## src/rtl/input_conditioner.sv

```systemverilog
// Synchronizes, debounces and edge-detects one board switch/button bit, with a wrapping press counter.
// Optional auto-repeat of press_pulse while held: define INPUT_CONDITIONER_AUTO_REPEAT_EN.
module input_conditioner #(
  parameter int DEBOUNCE_CYCLES = 3,
  parameter bit ACTIVE_LOW      = 1'b0,
  parameter int REPEAT_CYCLES   = 8
) (
  input  logic       clk,
  input  logic       reset,
  input  logic       raw_in,
  output logic       level_out,
  output logic       press_pulse,
  output logic       release_pulse,
  output logic [7:0] press_count
);

  localparam int               CNT_W    = $clog2(DEBOUNCE_CYCLES + 1);
  localparam logic [CNT_W-1:0] CNT_LAST = CNT_W'(DEBOUNCE_CYCLES - 1);

  if (DEBOUNCE_CYCLES < 1 || DEBOUNCE_CYCLES > 65535) begin : g_bad_debounce
    $error("input_conditioner: DEBOUNCE_CYCLES must be in 1..65535");
  end
  if (REPEAT_CYCLES < 2) begin : g_bad_repeat
    $error("input_conditioner: REPEAT_CYCLES must be at least 2");
  end

  logic             in_bit;
  logic             sync1;
  logic             sync2;
  logic [CNT_W-1:0] cnt;
  logic             flip;
  logic             repeat_hit;

  // Polarity is normalized before the synchronizer so a released KEY matches the reset value.
  assign in_bit = raw_in ^ ACTIVE_LOW;

  // NOTE: sequential state uses non-blocking assignments so sync2 takes the old sync1, not the new one.
  always_ff @(posedge clk or posedge reset) begin
    if (reset) begin
      sync1 <= 1'b0;
      sync2 <= 1'b0;
    end else begin
      sync1 <= in_bit;
      sync2 <= sync1;
    end
  end

  assign flip = (sync2 != level_out) && (cnt == CNT_LAST);

`ifdef INPUT_CONDITIONER_AUTO_REPEAT_EN
  localparam int                RCNT_W    = $clog2(REPEAT_CYCLES);
  localparam logic [RCNT_W-1:0] RCNT_LAST = RCNT_W'(REPEAT_CYCLES - 1);

  logic [RCNT_W-1:0] rcnt;

  // A debounced edge takes priority over a repeat, so press and release never coincide.
  assign repeat_hit = level_out && !flip && (rcnt == RCNT_LAST);

  always_ff @(posedge clk or posedge reset) begin
    if (reset) begin
      rcnt <= '0;
    end else if (flip || !level_out || rcnt == RCNT_LAST) begin
      rcnt <= '0;
    end else begin
      rcnt <= rcnt + 1'b1;
    end
  end
`else
  assign repeat_hit = 1'b0;
`endif

  always_ff @(posedge clk or posedge reset) begin
    if (reset) begin
      cnt           <= '0;
      level_out     <= 1'b0;
      press_pulse   <= 1'b0;
      release_pulse <= 1'b0;
    end else begin
      press_pulse   <= 1'b0;
      release_pulse <= 1'b0;
      if (sync2 == level_out) begin
        cnt <= '0;
      end else if (flip) begin
        level_out     <= sync2;
        cnt           <= '0;
        press_pulse   <= sync2;
        release_pulse <= ~sync2;
      end else begin
        cnt <= cnt + 1'b1;
      end
      if (repeat_hit) begin
        press_pulse <= 1'b1;
      end
    end
  end

  // Counts the registered pulse, so the count lags press_pulse by one cycle and wraps silently.
  always_ff @(posedge clk or posedge reset) begin
    if (reset) begin
      press_count <= 8'd0;
    end else if (press_pulse) begin
      press_count <= press_count + 8'd1;
    end
  end

endmodule
```

## config.mk

```make
export PLATFORM = sky130hd
export DESIGN_NAME = input_conditioner
export DESIGN_NICKNAME = d
export VERILOG_FILES = /design/src/rtl/input_conditioner.sv
export SDC_FILE = /design/constraint.sdc
export NUM_CORES = 1
export LEC_CHECK = 0
export CORE_MARGIN = 1.5
export CORE_UTILIZATION = 30
export CTS_CLUSTER_SIZE = 12
export DETAILED_ROUTE_END_ITERATION = 12
export PLACE_DENSITY = 0.64
export SETUP_SLACK_MARGIN = 0.1
export SLEW_MARGIN = 15
export SYNTH_ARGS = -nofsm -noshare
export SYNTH_HDL_FRONTEND = slang
export SYNTH_SLANG_ARGS = --single-unit
```

## constraint.sdc

```tcl
create_clock -name clk -period 1.44 [get_ports clk]
set_input_delay 0.144 -clock clk [delete_from_list [all_inputs] [get_ports clk]]
set_output_delay 0.144 -clock clk [all_outputs]
set_load 0.005 [all_outputs]
```

==> reports/results.txt <==
status: finished clean
worst reg2reg path startpoint: press_count[0]
final worst-path cycle share: 0.909
clk root buf: clkbuf_4
Worst EP required: 1300 ps
Pwr Density: 1360 nW/um2
WP buf/inv: 1
DR iter-0 viols: 3
vias after detailed routing: 408
Mapped Cells: 43
fill cell count: 161
Static Leak: 0.466 nW
crit-path max cell delay: 520 ps
vias in the first global route: 373
Final Hold Vio Count: 0
reg2reg setup slack: 270 ps
Setup crit end kind: output port
DIE HEIGHT: 46.6 um
Min Hold Slack: 156 ps
area of the die: 2170 um2
post-synth top area share: 0.659
Initial Util: 0.326
clk_lat worst skew: 280 ps
maximum vdd drop: 760 uV
Initial DRT Pass Iterations: 2
Logic pwr share: 0.314
sequential-to-total area share from yosys stat: 0.659
unrepaired setup endpoints after global routing: false
worst hold path type: primary input to async pin
initial antenna violation count: 0
final setup fails: 0
GPL Wtd Cong: 0.635
# IOs: 14
Setup TNS: 0 ps
Worst-Margin Slew: 180 ps
Vias/cell: 4.25
worst r2r path cells: 3
gr ovfl total: 0
largest cells by area after synthesis: dfrtp_1 66%, xor2_1 6.2%, xnor2_1 4.6%
internal power: 0.000832 W
clock slew seen by the registers of the worst setup and hold paths: 90 ps
TritonCTS clock tree: done
final max-slew violation count: 0
cts hold-fix bufs: 0
Net Count, Synth: 47
Slew HR: 0.879
pin count of the biggest net entering global routing: 16
Critical Path Source Type: flop
maximum clock rate: 764 MHz
Yosys warning total: 0
routed length per instance: 11.0 um
clk sinks: 15
row cnt: 15
Switching Power: 0.000329 W
WL final: 1.05 mm
Area Growth Syn to Fin: 49.7%
Crit Path Class: flop to output port
Worst EP arrival: 1160 ps
CP cell instances: clkdlybuf4s50_1
Sw Ratio: 0.284
Clock Path Buffers: 2
critical path fanouts, max: 2
Num CTS Buffers: 3
H-tree levels: 1
Routed Antenna Nets: 0
Tot GR Track Use: 0.121
Syn Std Cell Area: 569 um2
family with the most delay on the worst path: buffers and inverters
clock power share: 0.204
DP HPWL: 655 um
Crit-path slowest cell: clkdlybuf4s50_1
Max Cap Viol: 0
Post-Route Skew: 5.47 ps
DR DRC count: 0
Yosys reg bits: 15
worst r2r dst: press_count[1]
first-pass GRT wire length: 1.74 mm
chip width: 46.6 um
number of antenna diodes: 0
layout cells sized above 1: 0.282
IO buf count: 13
core area: 1750 um2
Synth cell types: 13
Seq pwr share: 0.482
area leader, netlist: dfrtp_1
Final min period: 1310 ps
mean post-synth cell area: 13.2 um2
final net count: 76
## synthesized netlist by cell type
master and number:
nand4_2 1, a211oi_1 2, xor2_1 4, nor2_1 4, nand2b_1 2, inv_1 2
xnor2_1 3, dfrtp_1 15, nand2_1 5, ha_1 1, mux2_2 2, nand4_1 1
nor3_2 1
## logic make-up (layout without fill, tap and decap cells)
| group | count (synthesis) | after routing | synth area share |
|---|---|---|---|
| AOI/OAI and AO/OA | 2 | 2 | 0.0264 |
| xor gates and xnor gates | 7 | 7 | 0.108 |
| adders and majority gates | 1 | 1 | 0.0220 |
| buffers and inverters | 2 | 30 | 0.0132 |
| DFF | 15 | 15 | 0.659 |
| muxes | 2 | 2 | 0.0396 |
| and+or+nand+nor | 14 | 14 | 0.132 |
## worst register-to-register path, stage by stage (launching register included)
cell and delay, ps:
dfrtp_1 380, buf_4 150, ha_1 270, mux2_2 260
## stage by stage
| step | utilization | area, um2 | std cells | total power (W) | setup WS [ps] |
|---|---|---|---|---|---|
| after CTS | 0.474 | 827 | 94 | 0.00118 | 113 |
| final | 0.488 | 852 | 96 | 0.00116 | 131 |
| after floorplan | - | 569 | 43 | 0.000710 | 367 |
| after detailed placement | 0.423 | 738 | 82 | 0.000869 | 306 |
| after global routing | 0.488 | 852 | 96 | 0.00124 | 86.5 |
| after global placement | 0.423 | 738 | 82 | 0.000864 | 293 |
## layout by cell type (no fill, tap or decap), drive strengths merged
cell type	instances
xor2	4
nor2	4
nand4	2
clkbuf	3
clkdlybuf4s50	9
nor3	1
buf	11
dlymetal6s2s	4
clkinv	1
inv	2
mux2	2
a211oi	2
dfrtp	15
nand2b	2
ha	1
nand2	5
xnor2	3
## metal layers
metal  up-vias  global-route usage  wire length, um
li1        197                   -                -
met1       191               0.180              545
met2        16               0.147              419
met3         4              0.0431               66
met4         0              0.0686               21
met5         -                   0                0
## worst max path at each step
stage / from / endpoint / slack, ps / cells after the start
after global placement: press_pulse / press_pulse / 290 / 1
after floorplan: press_count[0] / press_count[1] / 370 / 2
after CTS: level_out / level_out / 110 / 1
final: press_count[2] / press_count[2] / 130 / 1
after detailed placement: press_pulse / press_pulse / 310 / 1
after global routing: press_pulse / press_pulse / 90 / 1
## flip-flops by register name, indices dropped and copies added (netlist names)
name           cells
release_pulse      1
press_count        8
sync1              1
cnt                2
sync2              1
level_out          1
press_pulse        1
## power groups by stage
stage / clock [W] / sequential (W) / combinational, W
global placement: 0 / 0.000595 / 0.000269
CTS: 0.000245 / 0.000558 / 0.000372
floorplan: 0 / 0.000593 / 0.000117
detailed placement: 0 / 0.000603 / 0.000266
finish: 0.000237 / 0.000560 / 0.000364
global route: 0.000269 / 0.000571 / 0.000404
## cell type report
cell class	instances	area (um2)	share of cell area
sequential	15	377	0.442
timing repair buffer	24	223	0.261
multi-input combinational	26	186	0.219
tap	25	31.3	0.0367
clock buffer	3	22.5	0.0264
inverter	2	7.51	0.00881
clock inverter	1	5.00	0.00587
## repair_timing
action,in CTS,in global routing
setup buffers,8,2
setup endpoints to repair,8,6
gates resized for setup,1,4
gates cloned,0,0
Note: power is estimated with default switching activity, not from simulation.
